## src/rtl/arb_pkg.sv

```systemverilog
// Shared definitions for the 8-way round-robin arbiter: FSM encoding and
// default sizing used by rr_arb8 and its testbench.
package arb_pkg;

  typedef enum logic {
    IDLE = 1'b0,
    BUSY = 1'b1
  } arb_state_t;

  localparam int ARB_N_REQ    = 8;
  localparam int ARB_ID_W     = 3;
  localparam int ARB_MAX_HOLD = 16;

endpackage

```

## src/rtl/pri_enc8.sv

```systemverilog
// Combinational 8-bit priority encoder: index of the lowest set bit and an
// any-set flag, both forced to zero when the enable is low.
module pri_enc8 (
  input  logic [7:0] vec,
  input  logic       en,
  output logic [2:0] idx,
  output logic       any
);

  // Scanning downward lets the lowest set bit overwrite higher ones.
  always_comb begin
    idx = 3'd0;
    any = 1'b0;
    if (en) begin
      for (int i = 7; i >= 0; i--) begin
        if (vec[i]) begin
          idx = 3'(i);
          any = 1'b1;
        end
      end
    end
  end

endmodule

```

## src/rtl/rr_arb8.sv

```systemverilog
// Eight-requester round-robin arbiter with a bounded hold time. A holder that
// exceeds MAX_HOLD is revoked and masked until it drops its request.
module rr_arb8
  import arb_pkg::*;
#(
  parameter int N_REQ    = ARB_N_REQ,
  parameter int ID_W     = ARB_ID_W,
  parameter int MAX_HOLD = ARB_MAX_HOLD
) (
  input  logic             clk,
  input  logic             rst_n,
  input  logic             en,
  input  logic [N_REQ-1:0] req,
  output logic [N_REQ-1:0] grant,
  output logic [ID_W-1:0]  grant_id,
  output logic             grant_vld,
  output logic             timeout
);

  localparam logic [7:0] HOLD_LIMIT = 8'(MAX_HOLD - 1);

  arb_state_t       state_q, state_d;
  logic [N_REQ-1:0] grant_q, grant_d;
  logic [ID_W-1:0]  id_q, id_d;
  logic             vld_q, vld_d;
  logic             to_q, to_d;
  logic [ID_W-1:0]  ptr_q, ptr_d;
  logic [N_REQ-1:0] mask_q, mask_d;
  logic [7:0]       hold_q, hold_d;

  logic [N_REQ-1:0]   eligible;
  logic [2*N_REQ-1:0] doubled;
  logic [N_REQ-1:0]   rotated;
  logic [2:0]         enc_idx;
  logic               enc_any;
  logic [ID_W-1:0]    winner;

  // Rotating right by ptr puts the pointer position at bit 0, so the lowest
  // set bit of the rotated vector is the next requester in round-robin order.
  assign eligible = req & ~mask_q;
  assign doubled  = {eligible, eligible};
  assign rotated  = doubled[ptr_q +: N_REQ];
  assign winner   = enc_idx + ptr_q;

  pri_enc8 u_pri_enc8 (
    .vec (rotated),
    .en  (en),
    .idx (enc_idx),
    .any (enc_any)
  );

  always_comb begin
    state_d = state_q;
    grant_d = grant_q;
    id_d    = id_q;
    vld_d   = vld_q;
    to_d    = 1'b0;
    ptr_d   = ptr_q;
    mask_d  = mask_q & req;
    hold_d  = hold_q;
    case (state_q)
      IDLE: begin
        if (enc_any) begin
          state_d = BUSY;
          grant_d = {{(N_REQ-1){1'b0}}, 1'b1} << winner;
          id_d    = winner;
          vld_d   = 1'b1;
          hold_d  = 8'd0;
        end
      end
      BUSY: begin
        if (hold_q != 8'hFF) begin
          hold_d = hold_q + 8'd1;
        end
        // A dropped request wins over the hold limit, so a simultaneous
        // release is never reported as a timeout.
        if (!req[id_q] || (hold_q == HOLD_LIMIT)) begin
          state_d = IDLE;
          grant_d = '0;
          id_d    = '0;
          vld_d   = 1'b0;
          ptr_d   = id_q + 1'b1;
          if (req[id_q]) begin
            to_d         = 1'b1;
            mask_d[id_q] = 1'b1;
          end
        end
      end
      default: state_d = IDLE;
    endcase
  end

  always_ff @(posedge clk or negedge rst_n) begin
    if (!rst_n) begin
      state_q <= IDLE;
      grant_q <= '0;
      id_q    <= '0;
      vld_q   <= 1'b0;
      to_q    <= 1'b0;
      ptr_q   <= '0;
      mask_q  <= '0;
      hold_q  <= 8'd0;
    end else begin
      state_q <= state_d;
      grant_q <= grant_d;
      id_q    <= id_d;
      vld_q   <= vld_d;
      to_q    <= to_d;
      ptr_q   <= ptr_d;
      mask_q  <= mask_d;
      hold_q  <= hold_d;
    end
  end

  assign grant     = grant_q;
  assign grant_id  = id_q;
  assign grant_vld = vld_q;
  assign timeout   = to_q;

endmodule

```

## config.mk

```make
export PLATFORM = sky130hd
export DESIGN_NAME = rr_arb8
export DESIGN_NICKNAME = d
export VERILOG_FILES = /design/src/rtl/arb_pkg.sv /design/src/rtl/pri_enc8.sv /design/src/rtl/rr_arb8.sv
export SDC_FILE = /design/constraint.sdc
export NUM_CORES = 1
export LEC_CHECK = 0
export ABC_AREA = 0
export BUFFER_PORTS_ARGS = -buffer_cell sky130_fd_sc_hd__buf_2
export CORE_MARGIN = 4
export CORE_UTILIZATION = 55
export CTS_BUF_LIST = sky130_fd_sc_hd__clkbuf_8
export DETAILED_ROUTE_END_ITERATION = 7
export PLACE_DENSITY = 0.84
export SLEW_MARGIN = 20
export SYNTH_ARGS = -nofsm -noshare
export SYNTH_HDL_FRONTEND = slang
export SYNTH_HIERARCHICAL = 1
export SYNTH_SLANG_ARGS = --single-unit
```

## constraint.sdc

```tcl
create_clock -name clk -period 8.7 [get_ports clk]
set_input_delay 1.74 -clock clk [delete_from_list [all_inputs] [get_ports clk]]
set_output_delay 1.74 -clock clk [all_outputs]
set_load 0.02 [all_outputs]
```

==> key figures, run 1 <==
Critical path
  – Reg-to-Reg Start: ptr_q[0]
  – Worst Path Required: between 8 and 9 ns
  – Reg2Reg Depth: 13
  – Crit path capture type: flop
  – CP Launch Type: primary input
  – Reg-to-reg endpoint: grant[2]
  – CP Class: primary input to flop
  – Critical path peak fanout: 5
  – Arrival time at the worst endpoint: between 4 and 5 ns
  – Worst reg-to-reg setup slack: around 5.1 ns

GRT
  – Largest net degree at the start of global routing: 34
  – First-pass GRT wire length: ~7.2 mm
  – Global Route met2 Usage: around 29%
  – Gr busiest metal: met2
  – Met3 global-route usage: 4.783%
  – Total global routing track utilization: 18.56%
  – Initial antenna violation count: 0
  – GR Overflow Total: 0
  – GR Layer Usage met1: roughly a quarter
  – Vias in the first global route: 1589

Power and ir drop
  – Tot Pwr: approximately 0.8 mW
  – P_int: about 0.44 mW
  – Leak: 1.031 nW
  – Sequential power share: 32.6%
  – Comb pwr share: a little over half
  – Worst vdd ir: around 0.18 mV
  – Power Density: around 350 nW/um2
  – Switching Fraction: approximately 45%
  – Clk pwr share: between 10% and 20%
  – Sw power: around 0.36 mW

Clock tree
  – Hold bufs inserted after CTS: 0
  – Clk slew on worst S/H paths: approximately 0.070 ns
  – Skew-Pair Late Insertion Delay: 0.29 ns
  – CTS buffer count: 5
  – CTS Root Cell: clkbuf_8
  – Clock sinks: 33
  – Setup bufs post-CTS: 0
  – H-tree depth: 2
  – CTS tree: yes
  – CTS resizes: 0
  – Worst-case clock buffer depth: 2

Detailed routing
  – DRC: 0
  – Via/cell ratio: 5.841
  – Vias: roughly 1700
  – Initial DRC Count: 105
  – Post-Route WL: about 4.3 mm
  – Antenna Violating Nets Remaining: 0
  – Post-DR wirelength/cell: around 15 um
  – Initial DRT Pass Iterations: 4

Yosys
  – Post-synth cell types: 43
  – Post-Synthesis Cells: ~220
  – Synth Net Count: 230
  – Synthesis-stage register bit count: 33
  – Sequential fraction of the synthesis area: roughly two fifths
  – EDFF count, synth: 0
  – Mapped Area: between 2000 and 2500 um2
  – Synth Warn #: 6
  – Most area-consuming cells after synthesis: dfrtp_1, mux4_2, nand2_1
  – Post-synth top flop: dfrtp_1
  – Post-synth top area share: between 30% and 40%
  – Area leader, netlist: dfrtp_1
  – Mean Syn Cell Area: approximately 9.7 um2
  – Post-synth ARST share: between 90% and 100%

STA
  – Final setup violation count: 0
  – TNS Setup: 0 ns
  – Worst hold slack: ~0.50 ns
  – Clock Skews: 0.005673 ns
  – Count of final max-slew check failures: 0
  – Min cycle time layout: about 4.2 ns
  – Hold Violations, Final: 0
  – FMAX: 0.2356 GHz
  – Slew HR: about 50%
  – RSZ-0062 raised after global routing: no
  – Fin crit share: approximately half
  – Worst slew pin tran: roughly 0.73 ns

Placement
  – Port Buffers: 23
  – GPL Wtd Cong: between 0.8 and 0.9
  – Placed cells: between 200 and 300
  – DPL Wire Length: around 3.2 mm

Status
  – Status: completed

Run
  – Max-cap violations: 0

Die
  – Initial Util: 56.70%
  – Die Area: roughly 4800 um2
  – Chip Width: approximately 70 um
  – Die Ht: roughly 69 um
  – IO Count: 24
  – Core area: roughly 3700 um2
  – Row cnt: 22

Hold path
  – Worst Hold End: mask_q[4]
  – Worst Hold Depth: 2
  – Hold_sp: mask_q[4]
  – Worst Hold Class: flop to flop

Final layout
  – Antenna Cells: 0
  – Most common cell after layout, fill and taps aside: dfrtp_1
  – Most frequent cells in the layout: dfrtp_1, nand2_1, buf_2
  – Fin cells: 283
  – Area grow syn2layout: 9.343%
  – Share of layout cells above drive strength 1: a little over a fifth
  – Nets: ~250
-- through the flow --
step           util (%)  setup WS [ns]  cell area, um2
2_1_floorplan         -          4.560            2076
3_3_place_gp      59.64          4.262            2183
3_5_place_dp      59.64          4.154            2183
4_1_cts           62.00          4.460            2270
5_1_grt           62.00          4.298            2270
6_report          62.00          4.456            2270
-- kinds of logic after synthesis --
logic type | Yosys count | share of synthesized area (%)
multiplexers | 15 | 12.54
AO/OA/AOI/OAI | 51 | 15.67
buffers and inverters | 34 | 7.414
AND/OR/NAND/NOR | 73 | 19.71
adder cells (fa/ha/maj) | 4 | 2.773
flip-flops | 33 | 39.78
XOR/XNOR | 5 | 2.110
-- power by group through the flow --
stage          Combinational, mW  Clock [mW]  Sequential [mW]
2_1_floorplan              0.361           0            0.251
3_3_place_gp               0.412           0            0.262
3_5_place_dp               0.426           0            0.264
4_1_cts                    0.428       0.115            0.261
5_1_grt                    0.472       0.121            0.270
6_report                   0.426       0.112            0.261
-- routing by layer --
layer  up-vias  share of wire (%)
li1        819                  -
met1       792                 46
met2        36                 48
met3         6                4.8
met4         0                1.1
met5         -                  0
-- synth_stat cells, types with 2 or more instances --
master	n
xnor2_1	2
nor3_1	3
mux2_4	2
inv_1	22
nor2_1	8
buf_2	3
ha_1	3
o21ai_0	11
or2_2	2
nand2_1	27
a21oi_1	6
mux4_2	8
nand2b_1	4
nand2b_4	2
nand3_1	6
buf_6	3
nor3b_1	9
xor2_1	3
o22ai_1	10
clkbuf_1	5
mux2i_1	5
a31oi_1	12
dfrtp_1	33
o31ai_1	5
and3_1	3
-- flip-flops by register name, indices dropped and copies added (netlist names) --
signal,flops
timeout,1
state_q,1
grant_id,3
grant_vld,1
mask_q,8
hold_q,8
grant,8
ptr_q,3
-- critical path, cell delays in order --
cell and delay (ns):
buf_2 0.13, nor3b_1 0.13, a31oi_1 0.30, mux4_2 0.30
inv_1 0.06, nand2b_4 0.16, o41ai_2 0.31, ha_1 0.20
inv_1 0.05, fa_1 0.50, or3_1 0.41, o22ai_1 0.16
-- layout make-up --
class,count,area [um2]
clock inverters,3,17.52
repair buffers,23,115.1
inverters,23,86.33
fillers,310,1391
flip-flops and latches,33,825.8
multi-input cells,148,1096
clock buffers,5,68.82
well taps,48,60.06
-- worst max-delay path by stage --
stage,from,endpoint,slack (ns),cells past startpoint
finish,req[5],grant[2],4.46,12
CTS,req[5],grant[2],4.46,12
detailed placement,req[5],grant[2],4.15,12
global route,req[3],grant[2],4.30,10
floorplan,req[5],grant[2],4.56,12
global placement,req[3],grant[2],4.26,13
Power figures use the tool's default switching activity.
==> inputs of run 2 (changes only) <==
Settings changed: CORE_UTILIZATION 55 to 54, PLACE_DENSITY 0.84 to 0.86.
Clock period 8.7 ns to 3.7 ns, I/O delays scaled along.
==> run 2 against run 1 <==
- critical path depth rose by 1
- via count rose by 0.85%
- worst hold slack got worse by 0.013 ns
- final cell count grew 0.71%
- clock-buffer cell count did not move
- highest routed layer unchanged
- sequential power increased by 130%
- flip-flop and latch count is the same
- register-to-register slack lost 4.7 ns
- clock skew about the same
==> key figures, run 2 (same netlist as run 1, synthesis figures left out) <==
GRT
  – GR Overflow Total: 0 (unchanged)
  – Largest net degree at the start of global routing: 34 (unchanged)
  – First-pass GRT wire length: 7.417 mm (+2.8%)
  – Total global routing track utilization: 18.72% (+0.16 points)
  – Vias in the first global route: 1596 (+0.44%)
  – Initial antenna violation count: 0 (unchanged)

Hold path
  – Worst Hold Class: flop to flop

Placement
  – Dpl ws: 0.1729 ns (-3.981 ns)
  – Placed cells: 277 (+0.73%)
  – Port Buffers: 23 (unchanged)
  – Instance area at placement: 2198 um2 (+0.69%)
  – DPL Wire Length: 3.097 mm (-3.9%)
  – GPL Wtd Cong: 0.8673 (+0.50%)

Power and ir drop
  – Switching Fraction: 44.99% (-0.12 points)
  – Sw power: 0.8515 mW (+140%)
  – Clk pwr share: 13.9% (about the same)
  – Comb pwr share: 54.2% (+0.9 points)
  – Worst vdd ir: 0.4274 mV (+140%)
  – Sequential power share: 31.9% (-0.7 points)
  – P_int: 1.041 mW (+140%)
  – Tot Pwr: 1.892 mW (+140%)
  – Power Density: 828.3 nW/um2 (+140%)
  – Leak: 1.040 nW (+0.87%)

Critical path
  – CP most frequent cell: inv_1
  – Crit path capture type: flop
  – Critical path peak fanout: 9 (+4)
  – Largest stage delay on the critical path: 0.49 ns (about the same)
  – Worst reg-to-reg setup slack: 0.37 ns (-4.71 ns)
  – Arrival time at the worst endpoint: 3.53 ns (-0.92 ns)
  – Worst Path Required: 3.90 ns (-5.00 ns)
  – CP cell instances: clkinv_1, nor3b_1, a31oi_1, mux4_2, inv_1, nor2b_1, o21bai_1, o41ai_2, ha_1, inv_1, fa_1, or3_1, o22ai_1
  – CP Class: flop to flop
  – Worst path slowest cell: mux4_2
  – CP Launch Type: flop

Detailed routing
  – Vias: 1667 (+0.85%)
  – Initial DRT Pass Iterations: 4 (unchanged)
  – Via/cell ratio: 5.849 (+0.14%)
  – Routed length on met3: 301 um (+47%)
  – Post-DR wirelength/cell: 15.13 um (+0.39%)
  – WL met2: 2.092 mm (+2.0%)
  – Post-Route WL: 4.311 mm (+1.1%)
  – Met1 Wirelength: 1.879 mm (-4.1%)
  – Initial DRC Count: 105 (unchanged)
  – Top sig layer: met4
  – Antenna Violating Nets Remaining: 0 (unchanged)
  – DRC: 0 (unchanged)

Final layout
  – Most frequent cells in the layout: dfrtp_1, nand2_1, buf_2
  – Antenna Cells: 0 (unchanged)
  – Fin area: 2285 um2 (+0.66%)
  – Share of layout cells above drive strength 1: 21.94% (+0.66 points)
  – Area grow syn2layout: 10.07%
  – Final core utilization: 61.94% (about the same)
  – Fin cells: 285 (+0.71%)
  – Nets: 251 (+0.80%)
  – Most common cell after layout, fill and taps aside: dfrtp_1
  – Fill cells: 317 (+2.3%)

STA
  – Worst slew pin tran: 0.7319 ns (-0.001041 ns)
  – TNS Setup: 0 ns (unchanged)
  – Hold Violations, Final: 0 (unchanged)
  – Clock Skews: 0.005553 ns (-0.0001200 ns)
  – RSZ-0062 raised after global routing: no
  – Worst hold slack: 0.4824 ns (-0.01328 ns)
  – Count of final max-slew check failures: 0 (unchanged)
  – FMAX: between 0.3 and 0.4 GHz
  – Slew HR: 51.21% (+0.069 points)
  – Min cycle time layout: roughly 3.3 ns
  – Min setup slack post-route: 0.3689 ns (-4.087 ns)
  – Fin crit share: between 90 and 100%
  – Final setup violation count: 0 (unchanged)

Clock tree
  – CTS Root Cell: clkbuf_8
  – Skew-Pair Late Insertion Delay: 0.28 ns (about the same)
  – H-tree depth: 2 (unchanged)
  – CTS tree: yes
  – Worst-case clock buffer depth: 2 (unchanged)
  – Clk slew on worst S/H paths: 0.07 ns (about the same)
  – Clock sinks: 33 (unchanged)
  – CTS resizes: 0 (unchanged)
  – Hold bufs inserted after CTS: 0 (unchanged)
  – CTS buffer count: 5 (unchanged)
  – Setup bufs post-CTS: 0 (unchanged)

Status
  – Status: completed

Run
  – Max-cap violations: 0 (unchanged)

Die
  – Die Ht: 70 um (+0.81%)
  – Row cnt: 22 (unchanged)
  – Chip Width: 70 um (+0.81%)
  – Initial Util: 56.28% (-0.42 points)
  – Die Area: 4900 um2 (+1.6%)
  – Core area: 3689 um2 (+0.75%)
  – IO Count: 24 (unchanged)
run 2: changes by cell type in the layout (fill, tap and decap cells not counted), sizes merged:
cell / previous run / this run
buf: 23 / 25
run 2: layer usage:
layer,up-vias,global-route usage (%)
met1,797,25.97
met2,48,29.70
met5,-,0
met4,0,3.830
met3,7,4.892
li1,815,-
run 2: critical path: cells and delay by family (launching register included):
family | cells | cell delay (ns)
buffers and inverters | 3 | 0.42
AND/OR/NAND/NOR | 3 | 0.74
flip-flops | 1 | 0.36
multiplexers | 1 | 0.49
adder cells (fa/ha/maj) | 2 | 0.64
AO/OA/AOI/OAI | 4 | 0.60
run 2: power groups by stage:
| stage | Clock (mW) | Combinational, mW | Sequential, mW |
|---|---|---|---|
| 2_1_floorplan | 0 | 0.848 | 0.590 |
| 3_3_place_gp | 0 | 0.993 | 0.604 |
| 3_5_place_dp | 0 | 1.02 | 0.610 |
| 4_1_cts | 0.274 | 1.03 | 0.604 |
| 5_1_grt | 0.288 | 1.15 | 0.624 |
| 6_report | 0.264 | 1.03 | 0.603 |
run 2: path summary, 6_finish.rpt:
check,startpoint,to,depth (start not counted)
min in group asynchronous,rst_n,mask_q[2],1
worst min-delay path,mask_q[4],mask_q[4],2
worst max register to register,ptr_q[0],grant[2],13
worst max-delay path,ptr_q[0],grant[2],13
worst min register to register,mask_q[4],mask_q[4],2
max in group asynchronous,rst_n,hold_q[4],1
run 2: area by class of cell:
type                       instances  area (um2)  share of cell area, %
clock buffer                       5       68.82                  3.012
clock inverter                     3       17.52                 0.7667
inverter                          23       86.33                  3.779
multi-input combinational        148        1096                  47.97
sequential                        33       825.8                  36.14
tap                               48       60.06                  2.629
timing repair buffer              25       130.1                  5.696
